File: src/rtl/add_sched_pkg.sv
// rtl/add_sched_pkg.sv - shared types and defaults for the shared-adder scheduler
package add_sched_pkg;

    localparam int W_DEF    = 12;
    localparam int NREQ_DEF = 4;

    typedef enum logic [1:0] {
        IDLE  = 2'd0,
        ISSUE = 2'd1,
        HOLD  = 2'd2
    } state_t;

    typedef struct packed {
        logic [W_DEF-1:0]            data;
        logic [$clog2(NREQ_DEF)-1:0] id;
    } rsp_entry_t;

endpackage

File: src/rtl/rr_arbiter.sv
// rtl/rr_arbiter.sv - round-robin one-hot grant, searching from one above the last grant
module rr_arbiter #(
    parameter int NREQ = 4
) (
    input  logic [NREQ-1:0]         req,
    input  logic [$clog2(NREQ)-1:0] last,
    output logic [NREQ-1:0]         grant
);

    // Each requester's distance from the search start; the smallest requesting distance wins.
    int best;

    always_comb begin
        best  = NREQ;
        grant = '0;
        for (int i = 0; i < NREQ; i++) begin
            if (req[i] && (((i + NREQ - int'(last) - 1) % NREQ) < best))
                best = (i + NREQ - int'(last) - 1) % NREQ;
        end
        for (int i = 0; i < NREQ; i++) begin
            if (req[i] && (((i + NREQ - int'(last) - 1) % NREQ) == best))
                grant[i] = 1'b1;
        end
    end

endmodule

File: src/rtl/add_share_sched.sv
// rtl/add_share_sched.sv - schedules NREQ requesters onto one shared two-stage registered adder
module add_share_sched
    import add_sched_pkg::*;
#(
    parameter int W    = W_DEF,
    parameter int NREQ = NREQ_DEF
) (
    input  logic                    clk,
    input  logic                    rst_n,
    input  logic [NREQ-1:0]         req_valid,
    output logic [NREQ-1:0]         req_ready,
    input  logic [NREQ*W-1:0]       req_a,
    input  logic [NREQ*W-1:0]       req_b,
    output logic                    add_start,
    output logic [W-1:0]            add_a,
    output logic [W-1:0]            add_b,
    input  logic [W-1:0]            add_y,
    input  logic                    add_valid,
    output logic                    rsp_valid,
    input  logic                    rsp_ready,
    output logic [W-1:0]            rsp_data,
    output logic [$clog2(NREQ)-1:0] rsp_id,
    output logic                    err
);

    localparam int IW = $clog2(NREQ);

    state_t          state;
    logic [IW-1:0]   rr_ptr, rr_last, gnt_id, cur_id, id1, id2;
    logic [NREQ-1:0] gnt;
    logic            v1, v2;
    logic [1:0]      count;
    logic            rd_ptr, wr_ptr;
    logic [W-1:0]    f_data [2];
    logic [IW-1:0]   f_id   [2];
    logic            push, pop, can_grant;
    logic [2:0]      used;

    assign pop  = (count != 2'd0) && rsp_ready;
    assign push = add_valid && v2;

    // A pop in the grant cycle frees its slot early so back-to-back issues stay 2 cycles apart.
    assign used      = {1'b0, count} + {2'b0, v1} + {2'b0, v2} - {2'b0, pop};
    assign can_grant = (state != ISSUE) && (|req_valid) && (used < 3'd2);

    assign rr_last = (rr_ptr == '0) ? IW'(NREQ - 1) : rr_ptr - 1'b1;

    rr_arbiter #(.NREQ(NREQ)) u_arb (
        .req   (req_valid),
        .last  (rr_last),
        .grant (gnt)
    );

    always_comb begin
        gnt_id = '0;
        for (int i = 0; i < NREQ; i++)
            if (gnt[i]) gnt_id = IW'(i);
    end

    assign req_ready = (can_grant && rst_n) ? gnt : '0;

    always_ff @(posedge clk or negedge rst_n) begin
        if (!rst_n) begin
            state     <= IDLE;
            add_start <= 1'b0;
            add_a     <= '0;
            add_b     <= '0;
            cur_id    <= '0;
            rr_ptr    <= '0;
        end else begin
            case (state)
                IDLE, HOLD: begin
                    if (can_grant) begin
                        state     <= ISSUE;
                        add_start <= 1'b1;
                        add_a     <= req_a[int'(gnt_id)*W +: W];
                        add_b     <= req_b[int'(gnt_id)*W +: W];
                        cur_id    <= gnt_id;
                        rr_ptr    <= (gnt_id == IW'(NREQ - 1)) ? '0 : gnt_id + 1'b1;
                    end else begin
                        state     <= IDLE;
                        add_start <= 1'b0;
                    end
                end
                ISSUE: begin
                    state     <= HOLD;
                    add_start <= 1'b0;
                end
                default: begin
                    state     <= IDLE;
                    add_start <= 1'b0;
                end
            endcase
        end
    end

    // Tag pipeline: v2/id2 line up with the cycle the adder result is due.
    always_ff @(posedge clk or negedge rst_n) begin
        if (!rst_n) begin
            v1     <= 1'b0;
            v2     <= 1'b0;
            id1    <= '0;
            id2    <= '0;
            err    <= 1'b0;
            count  <= 2'd0;
            rd_ptr <= 1'b0;
            wr_ptr <= 1'b0;
        end else begin
            v1  <= (state == ISSUE);
            id1 <= cur_id;
            v2  <= v1;
            id2 <= id1;
            if (add_valid != v2)
                err <= 1'b1;
            if (push)
                wr_ptr <= ~wr_ptr;
            if (pop)
                rd_ptr <= ~rd_ptr;
            count <= count + {1'b0, push} - {1'b0, pop};
        end
    end

    always_ff @(posedge clk) begin
        if (push) begin
            f_data[wr_ptr] <= add_y;
            f_id[wr_ptr]   <= id2;
        end
    end

    assign rsp_valid = (count != 2'd0);
    assign rsp_data  = f_data[rd_ptr];
    assign rsp_id    = f_id[rd_ptr];

endmodule

File: config.mk
export PLATFORM = sky130hd
export DESIGN_NAME = add_share_sched
export DESIGN_NICKNAME = d
export VERILOG_FILES = /design/src/rtl/add_sched_pkg.sv /design/src/rtl/rr_arbiter.sv /design/src/rtl/add_share_sched.sv
export SDC_FILE = /design/constraint.sdc
export NUM_CORES = 1
export LEC_CHECK = 0
export ABC_CLOCK_PERIOD_IN_PS = 7100
export CAP_MARGIN = 10
export CORE_MARGIN = 2
export CORE_UTILIZATION = 44
export DETAILED_ROUTE_END_ITERATION = 10
export GPL_TIMING_DRIVEN = 0
export MAX_ROUTING_LAYER = met4
export PLACE_DENSITY = 0.78
export REMOVE_ABC_BUFFERS = 1
export SYNTH_ARGS = -nofsm -noshare
export SYNTH_HDL_FRONTEND = slang
export SYNTH_SLANG_ARGS = --single-unit
File: constraint.sdc
create_clock -name clk -period 7.1 [get_ports clk]
set_input_delay 1.42 -clock clk [delete_from_list [all_inputs] [get_ports clk]]
set_output_delay 1.42 -clock clk [all_outputs]
set_load 0.05 [all_outputs]
==> results.yml, run 1 <==
layout:
  multi_input_area_um2: 2020
  area_delta_synth_final_pct: 47.4
  nNetsFinal: 675
  stdcell_area_um2: 6000
  fillers: 746
  final_layout_size_suffix_gt1_share_pct: 15.1
  ff_latch_area_um2: 1870
  stdcell_count: 662
  antenna_cells: 0
synthesis:
  synth_async_sr_flop_share_pct: 59.4
  synth-seq-cells: 69
  syn_avg_cell_area_um2: 10.2
  synth_ff_type: "dfrtp_1"
  netlist_instances: 400
  yosysTopAreaCellShare_pct: 25.2
  synth.area.top_cells: "dfrtp_1 25%, edfxtp_1 21%, o211ai_2 6.1%, o2111ai_1 5.2%, mux2_2 3.9%"
  syn-cell-area_um2: 4070
  ys_seq_area_share_pct: 45.9
  synth.most_common_cell: "dfrtp_1"
  synth_cell_types: 60
  yosys-top-cells-count: "41 x dfrtp_1, 34 x nor2_1, 32 x nand2_1"
  synth_edf_count: 28
  synth_top_cell_by_area: "dfrtp_1"
  yosys_warnings: 0
floorplan:
  io_pins: 161
  start_util_pct: 44.7
  die_w_um: 100
  die_area_um2: 10000
  core_area_um2: 9110
  rows: 35
  fp.dieH_um: 100
cts:
  clk_latency_ns: 0.34
  cts-root-buf: "clkbuf_8"
  cts_htree_levels: 3
  cts.sinks: 69
  clock_path_buffers: 2
  cts_hold_buf: 0
  clk_pin_slew_ns: 0.08
  numCtsBuffers: 9
  cts_tree: "yes"
hold_path:
  hold_path_class: "reg -> reg"
  whs_path_depth: 0
setup_path:
  arrival_ns: 5.29
  crit_fanout: 26
  ff2ff_path_depth: 17
  crit_required_ns: 5.68
  startpoint_type: "input port"
  worst_setup_path_end_kind: "primary output"
  worstSetupPathType: "in -> out"
power:
  p_total_uw: 3330
  ir_worst_vdd_uv: 346
  p_leak_uw: 0.00234
  p_per_area_nw_per_um2: 555
routing:
  drtAntennaViolNets: 0
  drtIter0Drc: 160
  drc: 0
  drt_first_pass_iters: 4
  vias: 3843
  wl_um: 12800
  vias_per_cell: 5.81
  avgRoutedWirePerCell_um: 19.3
timing:
  setup_viol: 0
  relSlewSlack_pct: 29.1
  skew_ns: 0.00994
  grt_setup_unrepaired: "no"
  fmax_ghz: 0.149
  maxSlewViolCount: 0
  timing.final.crit_period_ns: 6.71
  hold_violations: 0
  timing.final.crit_share_pct: 94.5
  worst_pin_slew_ns: 1.06
run_status:
  status: "finished clean"
place:
  gp_congestion: 0.928
  numPlacedInstances: 642
  hpwl_um: 8960
  place_area_um2: 5720
  port_buffers: 160
grt:
  grt_max_degree: 39
  grt_pass1_vias: 4042
  grt_antenna_before_repair: 0
  grt_pass1_wl_um: 19600
  grt_overflow: 0
  grt_usage_pct: 25.9
flow_run:
  cap_violations: 0
-- kinds of logic after synthesis --
| group | synth area share, % |
|---|---|
| simple gates | 10.5 |
| xor+xnor | 1.94 |
| compound gates | 27.8 |
| buf+inv | 5.75 |
| mux | 3.87 |
| flops | 45.9 |
| other cells | 0.0921 |
| fa+ha+maj | 4.18 |
-- worst max-delay path, cell delays in order --
cell and delay [ns]:
clkbuf_2 0.26, o21a_1 0.23, o21ai_0 0.13, ha_1 0.21, or3b_1 0.37, a311o_1 0.37, o21ai_4 0.26, nor2_1 0.07
a21oi_1 0.13, ha_1 0.26, a21oi_1 0.13, o21ai_0 0.13, or2_4 0.40, o31a_4 0.53, nand2_1 0.11, nor2_1 0.04
clkbuf_2 0.23
-- final cells by class --
cell class	instances	share of cell area, %
clock inverter	7	1.38
clock buffer	9	2.06
multi-input combinational	282	33.7
timing repair buffer	170	28.6
tap	111	2.31
sequential	69	31.1
inverter	14	0.876
-- registers in the layout, summed over array words and instances, names as in the netlist --
register,flops
id2,2
count,2
state,2
add_start,1
err,1
cur_id,2
id1,2
rr_ptr,2
add_b,12
f_id,4
f_data,24
wr_ptr,1
add_a,12
rd_ptr,1
v2,1
-- placed cells by master, fill, tap and decap left out, drive strengths merged, types with 5 or more instances in the layout --
cell type	n
nand2	32
inv	17
dfrtp	41
edfxtp	28
o2111ai	24
clkbuf	11
xnor2	5
buf	11
ha	12
o21ai	54
o211ai	24
mux2	14
nor2	34
clkdlybuf4s50	153
a21oi	31
-- per-stage QoR --
step | setup TNS, ns | hold WS [ns] | util, % | setup WS [ns]
3_5_place_dp | -2.85 | 0.340 | 62.8 | -1.57
2_1_floorplan | -0.419 | 0.331 | - | -0.419
3_3_place_gp | -45.24 | 0.335 | 61.8 | -3.59
6_report | 0 | 0.364 | 65.9 | 0.389
5_1_grt | 0 | 0.375 | 65.9 | 0.156
4_1_cts | -0.233 | 0.367 | 65.6 | -0.233
-- routing by layer --
layer	track usage, %	vias to the layer above	routed length [µm]
li1	-	1771	-
met1	28.0	1870	4990
met2	44.1	184	6390
met3	8.22	18	1170
met4	10.3	0	232
met5	-	-	0
-- report_power, final --
part	switching, µW	internal (µW)
logic	1520	833
clock network	171	168
registers	80.7	558
total	1770	1560
-- path summary, 6_finish.rpt --
kind,startpoint,endpoint,slack [ns]
worst max-delay path,req_valid[1],req_ready[1],0.39
worst min-delay path,id1[1],id2[1],0.36
worst max register to register,rr_ptr[0],add_b[2],2.05
worst min register to register,id1[1],id2[1],0.36
max in group asynchronous,rst_n,count[0],5.79
min in group asynchronous,rst_n,add_a[8],0.88
-- repair_timing --
action,4_1_cts,5_1_grt
resized for setup,15,6
setup endpoints to repair,4,4
setup buffers,2,0
pin swaps,2,0
(Power assumes the default switching activity.)
==> run 2, diff against run 1 <==
Settings changed: GPL_ROUTABILITY_DRIVEN from default to 0.
==> run 2 against run 1 <==
  * Clock skew is 0.0039 ns higher
  * Wire length up 2.1%
  * Clock power decreased by 4%
  * Critical endpoint unchanged
  * Cell count did not move
  * Clock-buffer cell count unchanged
  * Cell area barely moved
  * Die area stayed put
  * Largest power group unchanged
  * Utilization hardly changed
==> results.yml, run 2 (synthesized netlist as in run 1, its figures left out) <==
run_status:
  status: "finished clean"
layout:
  final_common_cell: "clkdlybuf4s50_1"
  reg_top3: "f_data: 24 flops, add_a: 12 flops, add_b: 12 flops"
  final_cell_mix: "153 x clkdlybuf4s50_1, 41 x dfrtp_1, 33 x nor2_1"
  antenna_cells: 0
  nNetsFinal: 675
  area_delta_synth_final_pct: 47.4
  stdcell_count: 662
  regMostFlops: "f_data"
  final_layout_size_suffix_gt1_share_pct: 15.2
  stdcell_area_um2: 6000
  largest_register_ffs: 24
setup_path:
  arrival_ns: 5.44
  r2r-end: "add_b[3]"
  startpoint_type: "input port"
  crit_required_ns: 5.68
  crit_fanout: 26
  worst_setup_path_end_kind: "primary output"
  timing.rr.start: "rr_ptr[0]"
  r2r_slack_ns: 2.03
  worstSetupPathType: "in -> out"
  ff2ff_path_depth: 17
hold_path:
  hold_path_class: "reg -> reg"
  min_to: "id2[0]"
  whs_path_depth: 0
  min_from: "id1[0]"
timing:
  maxSlewViolCount: 0
  worst_pin_slew_ns: 1.04
  hold_violations: 0
  skew_ns: 0.0139
  setup_ws_ns: 0.244
  setup_tns_ns: 0
  fmax_ghz: 0.146
  timing.final.crit_period_ns: 6.86
  grt_setup_unrepaired: "no"
  relSlewSlack_pct: 30.6
  timing.final.crit_share_pct: 96.6
  setup_viol: 0
routing:
  drt_first_pass_iters: 5
  vias_per_cell: 5.94
  drc: 0
  drtAntennaViolNets: 0
  vias: 3934
  drtIter0Drc: 269
  avgRoutedWirePerCell_um: 19.7
  wl_um: 13000
cts:
  cts-root-buf: "clkbuf_8"
  cts_tree: "yes"
  clock_path_buffers: 2
  numCtsBuffers: 9
  cts_htree_levels: 3
  clk_pin_slew_ns: 0.08
  clk_latency_ns: 0.34
  cts.sinks: 69
  cts_hold_buf: 0
grt:
  grt_usage_pct: 26.4
  grt_pass1_wl_um: 20100
  grt_max_degree: 39
  grt_pass1_vias: 4106
  grt_antenna_before_repair: 0
  grt_overflow: 0
power:
  swShare_pct: 53.7
  p_switching_uw: 1790
  power_frac_seq_pct: 19.2
  p_int_uw: 1550
  p_clk_share_pct: 9.7
  combPwrFrac_pct: 71.1
  p_per_area_nw_per_um2: 556
  p_total_uw: 3340
  p_leak_uw: 0.00233
  ir_worst_vdd_uv: 407
floorplan:
  core_area_um2: 9110
  rows: 35
  io_pins: 161
  start_util_pct: 44.7
  fp.dieH_um: 100
  die_area_um2: 10000
  die_w_um: 100
place:
  place_area_um2: 5720
  hpwl_um: 8920
  pre_cts_ws_ns: -1.26
  port_buffers: 160
  numPlacedInstances: 642
flow_run:
  cap_violations: 0
[run 2: critical path: stages]
cell and delay [ns]:
dlygate4sd2_1 0.36, a32oi_1 0.20, o21ai_0 0.15, ha_1 0.21, or3b_1 0.37, a311o_1 0.37
o21ai_4 0.25, nor2_1 0.07, a21oi_1 0.13, ha_1 0.26, a21oi_1 0.17, o21ai_2 0.13
or2_4 0.38, o31a_4 0.44, nand2_1 0.12, nor2_1 0.04, clkdlybuf4s15_2 0.33
[run 2: layout make-up]
type                    instances  area [µm²]
inverters                      14        52.6
clock buffers                   9         124
multi-input cells             283        2040
clock inverters                 7        75.1
well taps                     111         139
flip-flops and latches         69        1870
fillers                       732        3110
repair buffers                169        1710
[run 2: metrics by stage]
stage,hold slack (ns),util (%)
finish,0.354,65.9
global route,0.377,65.9
floorplan,0.331,-
CTS,0.362,65.5
global placement,0.333,61.8
detailed placement,0.339,62.8
[run 2: power groups by stage]
stage	sequential [µW]	clock, µW	combinational (µW)
global route	655	350	2520
finish	640	323	2370
global placement	642	0	2080
CTS	641	332	2300
floorplan	867	0	1220
detailed placement	646	0	2240
[run 2: how the worst max path moves through the flow]
stage	cells after the start	start	end	slack [ns]
detailed placement	15	req_valid[1]	req_ready[1]	-1.26
floorplan	13	req_valid[1]	req_ready[1]	-0.42
global route	17	req_valid[0]	req_ready[1]	0.03
CTS	17	req_valid[1]	req_ready[1]	0.03
global placement	15	req_valid[1]	req_ready[1]	-3.37
finish	17	req_valid[0]	req_ready[1]	0.24
[run 2: timing repair]
item / 4_1_cts / 5_1_grt
buffers inserted: 1 / 0
endpoints found under the setup margin: 4 / 4
cloned: 0 / 1
pin swaps: 1 / 2
resized for setup: 19 / 5
[run 2: layer usage]
layer	global-route usage, %	vias to the layer above	wire length [µm]
met5	-	-	0
met4	12.3	0	467
met3	7.80	39	1350
met2	43.2	237	6130
met1	30.0	1875	5110
li1	-	1783	-
==> run 3, diff against run 2 <==
Settings changed: PLACE_DENSITY 0.78 to 0.79.
==> run 3 against run 2 <==
  * Clock power increased by 17%
  * Hold slack improved by 0.0020 ns
  * Non-clock buffer count increased by 1
  * Fmax increased by 1.5%
  * Setup slack improved by 0.10 ns
  * Cell count increased by 0.15%
  * Sequential cell count unchanged
  * Die area unchanged
  * Via count decreased by 0.69%
  * Critical endpoint unchanged
  * Highest routed layer unchanged
==> results.yml, run 3 (synthesized netlist as in run 1, its figures left out) <==
routing:
  drc: 0
  drtAntennaViolNets: 0
  wl_um: 12800
  drt_first_pass_iters: 5
  drtIter0Drc: 176
  vias: 3907
  avgRoutedWirePerCell_um: 19.3
  vias_per_cell: 5.89
cts:
  cts-root-buf: "clkbuf_8"
  cts_hold_buf: 0
  clk_latency_ns: 0.36
  cts_tree: "yes"
  clk_pin_slew_ns: 0.08
  cts_htree_levels: 3
  cts.sinks: 69
  clock_path_buffers: 2
  numCtsBuffers: 9
hold_path:
  hold_path_class: "reg -> reg"
  min_from: "id1[0]"
setup_path:
  worstPathCellList: "dlygate4sd2_1 > a32oi_1 > o21ai_0 > ha_1 > or3b_1 > a311o_1 > o21ai_4 > nor2_1 > a21oi_1 > ha_1 > a21oi_1 > o21ai_0 > or2_4 > o31a_4 > nand2_1 > nor2_1 > clkdlybuf4s15_2"
  arrival_ns: 5.33
  crit_required_ns: 5.68
  timing.rr.start: "rr_ptr[0]"
  worstSetupStartpoint: "req_valid[0]"
  startpoint_type: "input port"
  crit_fanout: 26
  slowest_delay_ns: 0.41
  worst_setup_path_end_kind: "primary output"
  cpMaxStageDelayCell: "o31a_4"
  worstSetupPathType: "in -> out"
timing:
  hold_violations: 0
  skew_ns: 0.0158
  worst_pin_slew_ns: 1.06
  setup_tns_ns: 0
  relSlewSlack_pct: 29.6
  whs_ns: 0.355
  maxSlewViolCount: 0
  timing.final.crit_share_pct: 95.1
  setup_viol: 0
  fmax_ghz: 0.148
  timing.final.crit_period_ns: 6.75
place:
  port_buffers: 160
  hpwl_um: 8850
  numPlacedInstances: 643
grt:
  grt_max_degree: 31
  grt_usage_pct: 25.6
  grt_overflow: 0
  grt_pass1_vias: 4010
  grt_pass1_wl_um: 19500
  grt_antenna_before_repair: 0
floorplan:
  start_util_pct: 44.7
  die_w_um: 100
  io_pins: 161
  core_area_um2: 9110
  fp.dieH_um: 100
  rows: 35
  die_area_um2: 10000
power:
  p_per_area_nw_per_um2: 561
  p_total_uw: 3400
  p_leak_uw: 0.00235
  ir_worst_vdd_uv: 373
layout:
  final_cell_mix: "153 x clkdlybuf4s50_1, 41 x dfrtp_1, 33 x nor2_1"
  area_delta_synth_final_pct: 48.6
  final_common_cell: "clkdlybuf4s50_1"
  nNetsFinal: 676
  largest_register_ffs: 24
  antenna_cells: 0
  ff_latch_area_um2: 1870
  final_layout_size_suffix_gt1_share_pct: 15.2
  fillers: 716
  utilization_pct: 66.4
  multi_input_area_um2: 2030
  stdcell_count: 663
  reg_top3: "f_data: 24 flops, add_a: 12 flops, add_b: 12 flops"
  regMostFlops: "f_data"
run_status:
  status: "finished clean"
flow_run:
  cap_violations: 0
==> run 3: stage by stage <==
step                      setup slack, ns  cell area (µm²)
after detailed placement            -1.56             5750
after global routing             -0.00333             6050
after CTS                          0.0708             6030
final                               0.348             6050
after global placement              -3.70             5630
after floorplan                    -0.419             3890
==> run 3: path summary, 6_finish.rpt <==
kind	to	slack (ns)	depth (start not counted)
min in group asynchronous	add_a[9]	1.03	1
setup reg to reg	add_b[9]	1.82	17
max in group asynchronous	err	5.57	2
hold / removal	id2[0]	0.36	0
setup / recovery	req_ready[1]	0.35	17
hold reg to reg	id2[0]	0.36	0
==> run 3: where the power goes <==
part | internal, µW | switching (µW)
combinational | 840 | 1540
clock | 204 | 174
sequential | 558 | 82.9
total | 1600 | 1790
==> run 3: what timing repair did <==
item                                   4_1_cts  5_1_grt
pin swaps                                    2        2
endpoints found under the hold margin        0        0
setup buffers                                1        1
setup endpoints to repair                    4        4
resized for setup                           20        2
gates cloned                                 0        1
==> run 3: worst max-delay path: cells and delay by family <==
kind	cells	cell delay, ns
AND/OR/NAND/NOR	5	0.97
adder cells (fa/ha/maj)	2	0.48
buffers and inverters	2	0.69
AO/OA/AOI/OAI	8	1.74
==> run 3: layer usage <==
layer  global-route usage [%]  vias to the layer above  part of all wire [%]
met5                        -                        -                     0
met4                     9.69                        0                   2.2
met3                     6.20                       27                   9.2
met2                     43.1                      218                    49
met1                     29.8                     1880                    39
li1                         -                     1782                     -
==> run 3: final cells by class <==
type,count,area share (%)
clock buffer,9,2.05
clock inverter,7,1.74
inverter,14,0.868
multi-input combinational,283,33.6
sequential,69,30.8
tap,111,2.29
timing repair buffer,170,28.6
